**src/rtl/layer2_pkg.sv**
```systemverilog
// Shared defaults and bank-state encoding for the two-bank row-write / word-read scheduler.
package layer2_pkg;

    localparam int ROWS_DEF  = 16;
    localparam int WORDS_DEF = 256;

    typedef enum logic [1:0] {
        EMPTY    = 2'd0,
        FILLING  = 2'd1,
        FULL     = 2'd2,
        DRAINING = 2'd3
    } bank_state_t;

    // A bank owns readable data from the moment it completes until its last word is taken.
    function automatic logic holds_data(bank_state_t s);
        return (s == FULL) || (s == DRAINING);
    endfunction

endpackage

```
**src/rtl/layer2_bank_fsm.sv**
```systemverilog
// Per-bank lifecycle EMPTY -> FILLING -> FULL -> DRAINING -> EMPTY; state updates one cycle after the event.
// The caller qualifies every event input with its own handshake, so this block never stalls.
module layer2_bank_fsm
    import layer2_pkg::*;
(
    input  logic        clk,
    input  logic        rst,
    input  logic        wr_start,
    input  logic        wr_done,
    input  logic        rd_start,
    input  logic        rd_done,
    output bank_state_t state
);

    bank_state_t state_q, state_d;

    always_ff @(posedge clk or posedge rst) begin
        if (rst) begin
            state_q <= EMPTY;
        end else begin
            state_q <= state_d;
        end
    end

    // wr_done/rd_done take priority so single-row or single-word banks skip the middle state.
    always_comb begin
        state_d = state_q;
        case (state_q)
            EMPTY: begin
                if (wr_done)       state_d = FULL;
                else if (wr_start) state_d = FILLING;
            end
            FILLING: begin
                if (wr_done) state_d = FULL;
            end
            FULL: begin
                if (rd_done)       state_d = EMPTY;
                else if (rd_start) state_d = DRAINING;
            end
            DRAINING: begin
                if (rd_done) state_d = EMPTY;
            end
            default: state_d = EMPTY;
        endcase
    end

    assign state = state_q;

endmodule

```
**src/rtl/layer2_bank_sched.sv**
```systemverilog
// Ping-pong scheduler: producer fills a bank row by row, consumer drains it word by word; rd_valid follows FULL one cycle later.
// wr_ready drops while the target bank still holds unread data; optional stall counter under LAYER2_SCHED_PERF_EN.
module layer2_bank_sched
    import layer2_pkg::*;
#(
    parameter int ROWS  = ROWS_DEF,
    parameter int WORDS = WORDS_DEF
) (
    input  logic        clk,
    input  logic        rst,
    input  logic        wr_valid,
    output logic        wr_ready,
    output logic        wr_bank,
    output logic [3:0]  wr_row,
    output logic        rd_valid,
    input  logic        rd_ready,
    output logic        rd_bank,
    output logic [7:0]  rd_addr,
    output logic        rd_last,
    output logic [1:0]  bank_full,
`ifdef LAYER2_SCHED_PERF_EN
    output logic [15:0] stall_cnt,
`endif
    output logic        ovf_err
);

    localparam logic [3:0] ROW_LAST  = 4'(ROWS - 1);
    localparam logic [7:0] ADDR_LAST = 8'(WORDS - 1);

    bank_state_t bank_state [2];

    logic       wr_bank_q, wr_bank_d;
    logic [3:0] wr_row_q,  wr_row_d;
    logic       rd_bank_q, rd_bank_d;
    logic [7:0] rd_addr_q, rd_addr_d;
    logic       ovf_q,     ovf_d;
    logic       wr_acc, rd_acc, wr_wrap, rd_wrap;

    assign wr_ready = !holds_data(bank_state[wr_bank_q]);
    assign rd_valid = holds_data(bank_state[rd_bank_q]);
    assign rd_last  = rd_valid && (rd_addr_q == ADDR_LAST);

    assign wr_acc  = wr_valid && wr_ready;
    assign rd_acc  = rd_valid && rd_ready;
    assign wr_wrap = wr_acc && (wr_row_q == ROW_LAST);
    assign rd_wrap = rd_acc && rd_last;

    always_comb begin
        wr_row_d  = wr_row_q;
        wr_bank_d = wr_bank_q;
        rd_addr_d = rd_addr_q;
        rd_bank_d = rd_bank_q;
        if (wr_wrap) begin
            wr_row_d  = '0;
            wr_bank_d = !wr_bank_q;
        end else if (wr_acc) begin
            wr_row_d  = wr_row_q + 4'd1;
        end
        if (rd_wrap) begin
            rd_addr_d = '0;
            rd_bank_d = !rd_bank_q;
        end else if (rd_acc) begin
            rd_addr_d = rd_addr_q + 8'd1;
        end
        ovf_d = ovf_q || (wr_valid && !wr_ready);
    end

    always_ff @(posedge clk or posedge rst) begin
        if (rst) begin
            wr_row_q  <= '0;
            wr_bank_q <= 1'b0;
            rd_addr_q <= '0;
            rd_bank_q <= 1'b0;
            ovf_q     <= 1'b0;
        end else begin
            wr_row_q  <= wr_row_d;
            wr_bank_q <= wr_bank_d;
            rd_addr_q <= rd_addr_d;
            rd_bank_q <= rd_bank_d;
            ovf_q     <= ovf_d;
        end
    end

    for (genvar b = 0; b < 2; b++) begin : g_bank
        logic sel_wr, sel_rd;
        assign sel_wr = wr_acc && (wr_bank_q == 1'(b));
        assign sel_rd = rd_acc && (rd_bank_q == 1'(b));

        layer2_bank_fsm u_fsm (
            .clk      (clk),
            .rst      (rst),
            .wr_start (sel_wr),
            .wr_done  (sel_wr && wr_wrap),
            .rd_start (sel_rd),
            .rd_done  (sel_rd && rd_wrap),
            .state    (bank_state[b])
        );

        assign bank_full[b] = holds_data(bank_state[b]);
    end

`ifdef LAYER2_SCHED_PERF_EN
    logic [15:0] stall_q, stall_d;

    always_comb begin
        stall_d = stall_q;
        if (wr_valid && !wr_ready && (stall_q != 16'hFFFF)) begin
            stall_d = stall_q + 16'd1;
        end
    end

    always_ff @(posedge clk or posedge rst) begin
        if (rst) begin
            stall_q <= '0;
        end else begin
            stall_q <= stall_d;
        end
    end

    assign stall_cnt = stall_q;
`endif

    assign wr_bank = wr_bank_q;
    assign wr_row  = wr_row_q;
    assign rd_bank = rd_bank_q;
    assign rd_addr = rd_addr_q;
    assign ovf_err = ovf_q;

endmodule

```
**config.mk**
```make
export PLATFORM = sky130hd
export DESIGN_NAME = layer2_bank_sched
export DESIGN_NICKNAME = d
export VERILOG_FILES = /design/src/rtl/layer2_pkg.sv /design/src/rtl/layer2_bank_fsm.sv /design/src/rtl/layer2_bank_sched.sv
export SDC_FILE = /design/constraint.sdc
export NUM_CORES = 1
export LEC_CHECK = 0
export CAP_MARGIN = 20
export CORE_UTILIZATION = 46
export CTS_CLUSTER_SIZE = 20
export DETAILED_ROUTE_END_ITERATION = 12
export PLACE_DENSITY = 0.8
export SLEW_MARGIN = 5
export SYNTH_ARGS = -nofsm -noshare
export SYNTH_HDL_FRONTEND = slang
export SYNTH_SLANG_ARGS = --single-unit
```
**constraint.sdc**
```tcl
create_clock -name clk -period 1.85 [get_ports clk]
set_input_delay 0.2775 -clock clk [delete_from_list [all_inputs] [get_ports clk]]
set_output_delay 0.2775 -clock clk [all_outputs]
set_load 0.05 [all_outputs]
```
==> results.toml <==
[outcome]
status = "completed"

[finish]
syn_to_final_growth_pct = 35.92
nets = 123
drive_above_1_share = 0.2759
fill_cells = 140
fin_cells = 141
fin_area_um2 = 1184
fin_util = 0.6781
antenna_cells = 0

[worst_setup_path]
cp-start-kind = "flop"
end_kind = "output port"
slowest_stage = "dfrtp_2"
cp.buffers_inverters = 1
required_ps = 1570
cp_top_family = "flip-flops"
worstPathArrival_ps = 1500
max_stage_delay_ps = 430
crit_path_cell_trace = "ha_2 > nand3_1 > nor3b_4 > buf_12"
cp_max_fo = 7
worstSetupPathType = "reg -> out"

[clock_network]
cts_tree = "yes"
holdBufCountCts = 0
cts-root-buf = "clkbuf_4"
clock_latency_ps = 290
cts_buffers = 3
htreeDepth = 1
ctsResizeCount = 1
clkTransAtPathRegs_ps = 100
cts_buffer_depth = 2
clkSinkCount = 17
post-cts-setup-buffers = 0

[global_route]
antenna_found_initial = 0
grt_max_degree = 18
grt_pass1_vias = 718
grtUsageTotal = 0.2117
grt_pass1_wl_um = 3160
grt_overflow_total = 0

[synthesis]
ys_warn_count = 0
synth_most_common_cell = "dfrtp_1"
synth_edf_count = 0
ys_seq_area_frac = 0.4885
synthArstFlopShare = 1.000
yosys_most_used_dff = "dfrtp_1"
synth_area_leader_cell = "dfrtp_1"
ys_ff_latch = 17
synth.avg_cell_area_um2 = 9.570
netlist.area_leader.share = 0.4885
synthTopCellsByArea = "dfrtp_1 (49%), nand2_1 (5.6%), nand3_1 (4.6%)"
ys_types = 30
synth_nets = 97
synthTopCellsByCount = "dfrtp_1 (17), nand2_1 (13), nand3_1 (8), o21ai_0 (7), inv_1 (5)"
synth_cells = 91
synth_area_um2 = 870.8

[power]
switchingPower_mw = 0.5753
power.share.clock = 0.155
leakagePower_nw = 0.5761
seqPwrFrac = 0.450
cellPowerDensity_nw_per_um2 = 1057
ir_drop_mv = 0.8596
power.total_mw = 1.252
swShare = 0.4597
p_int_mw = 0.6763
p_comb_frac = 0.395

[routing]
ant_nets = 0
postRouteWirelength_um = 1817
drt-initial-drc-count = 9
drc = 0
vias_per_cell = 5.411
dr.pass1.iters = 4
drt-wirelength-per-cell_um = 12.89
vias = 763

[placement]
placed_area_um2 = 1146
dp.cells = 137
pre_cts_slack_ps = 316.1
dp_hpwl_um = 1345
port_buffers = 23
gp_congestion = 0.7485

[timing]
setup_slack_ps = 76.58
fin_skew_ps = 3.694
max_freq_mhz = 563.9
worst_pin_slew_ps = 635.0
final-max-slew-violation-count = 0
grt_setup_unrepaired = "false"
max-slew-margin-rel = 0.5762
fin_crit_sh = 0.9586
finalHoldWorstSlack_ps = 362.9
finalCriticalPeriod_ps = 1773
setup_viol = 0
hold_viol = 0
finalSetupTns_ps = 0

[hold_path]
hold_class = "in -> async"

[floorplan]
die_w_um = 45.51
start_util = 0.4989
die_height_um = 45.51
rows = 15
io_pins = 24
die_area_um2 = 2071
coreArea_um2 = 1745

[job]
maxCapViolCount = 0
[power groups by stage]
stage / registers, mW / logic, mW / clock network [mW]
global route: 0.579 / 0.525 / 0.227
detailed placement: 0.563 / 0.495 / 0
floorplan: 0.771 / 0.121 / 0
CTS: 0.558 / 0.497 / 0.203
global placement: 0.559 / 0.489 / 0
finish: 0.563 / 0.495 / 0.194
[cell usage in the layout (no fill, tap or decap), types with 2 or more instances in the layout]
cell	n
inv_1	5
or3_1	2
nor2_1	4
xnor2_1	2
o21ai_0	7
clkbuf_4	3
nand2_1	13
xor2_1	3
dlymetal6s2s_1	2
clkdlybuf4s50_1	5
dfrtp_1	15
buf_4	13
a21oi_1	4
nand4_1	4
buf_12	3
nand3_1	8
o31ai_1	2
dfrtp_2	2
[flip-flops by register name, summed over array words and instances, names as in the netlist]
| signal | cells |
|---|---|
| g_bank.u_fsm.state | 2 |
| ovf_err | 1 |
| rd_addr | 8 |
| rd_bank | 1 |
| wr_bank | 1 |
| wr_row | 4 |
[cell families after synthesis]
family,Yosys count,share of synthesized area
multiplexers,3,0.04166
XOR/XNOR,5,0.05030
buffers and inverters,7,0.03018
AND/OR/NAND/NOR,40,0.2457
flip-flops,17,0.4885
AO/OA/AOI/OAI,17,0.1149
adder cells (fa/ha/maj),2,0.02873
[final timing paths]
path,slack [ps],end,depth (start not counted),from
setup / recovery,80,rd_last,4,rd_addr[0]
hold / removal,360,rd_addr[7],2,rst
setup reg to reg,440,wr_bank,4,wr_row[0]
hold reg to reg,480,ovf_err,1,ovf_err
max in group asynchronous,1050,rd_addr[1],2,rst
min in group clk,480,ovf_err,1,ovf_err
[routing by layer]
layer / GRT usage / part of all wire / vias up / wire length, um
met2: 0.3371 / 0.47 / 25 / 859
met1: 0.2864 / 0.47 / 363 / 850
met4: 0.09091 / 0.012 / 0 / 22
met5: 0 / 0 / - / 0
li1: - / - / 371 / -
met3: 0.02778 / 0.047 / 4 / 85
[area by class of cell]
| class | count | area (um^2) | share of cell area |
|---|---|---|---|
| tap | 25 | 31.28 | 0.02643 |
| sequential | 17 | 427.9 | 0.3615 |
| multi-input combinational | 67 | 445.4 | 0.3763 |
| inverter | 5 | 18.77 | 0.01586 |
| clock inverter | 1 | 5.005 | 0.004228 |
| timing repair buffer | 23 | 232.7 | 0.1966 |
| clock buffer | 3 | 22.52 | 0.01903 |
Power figures use the tool's default switching activity.
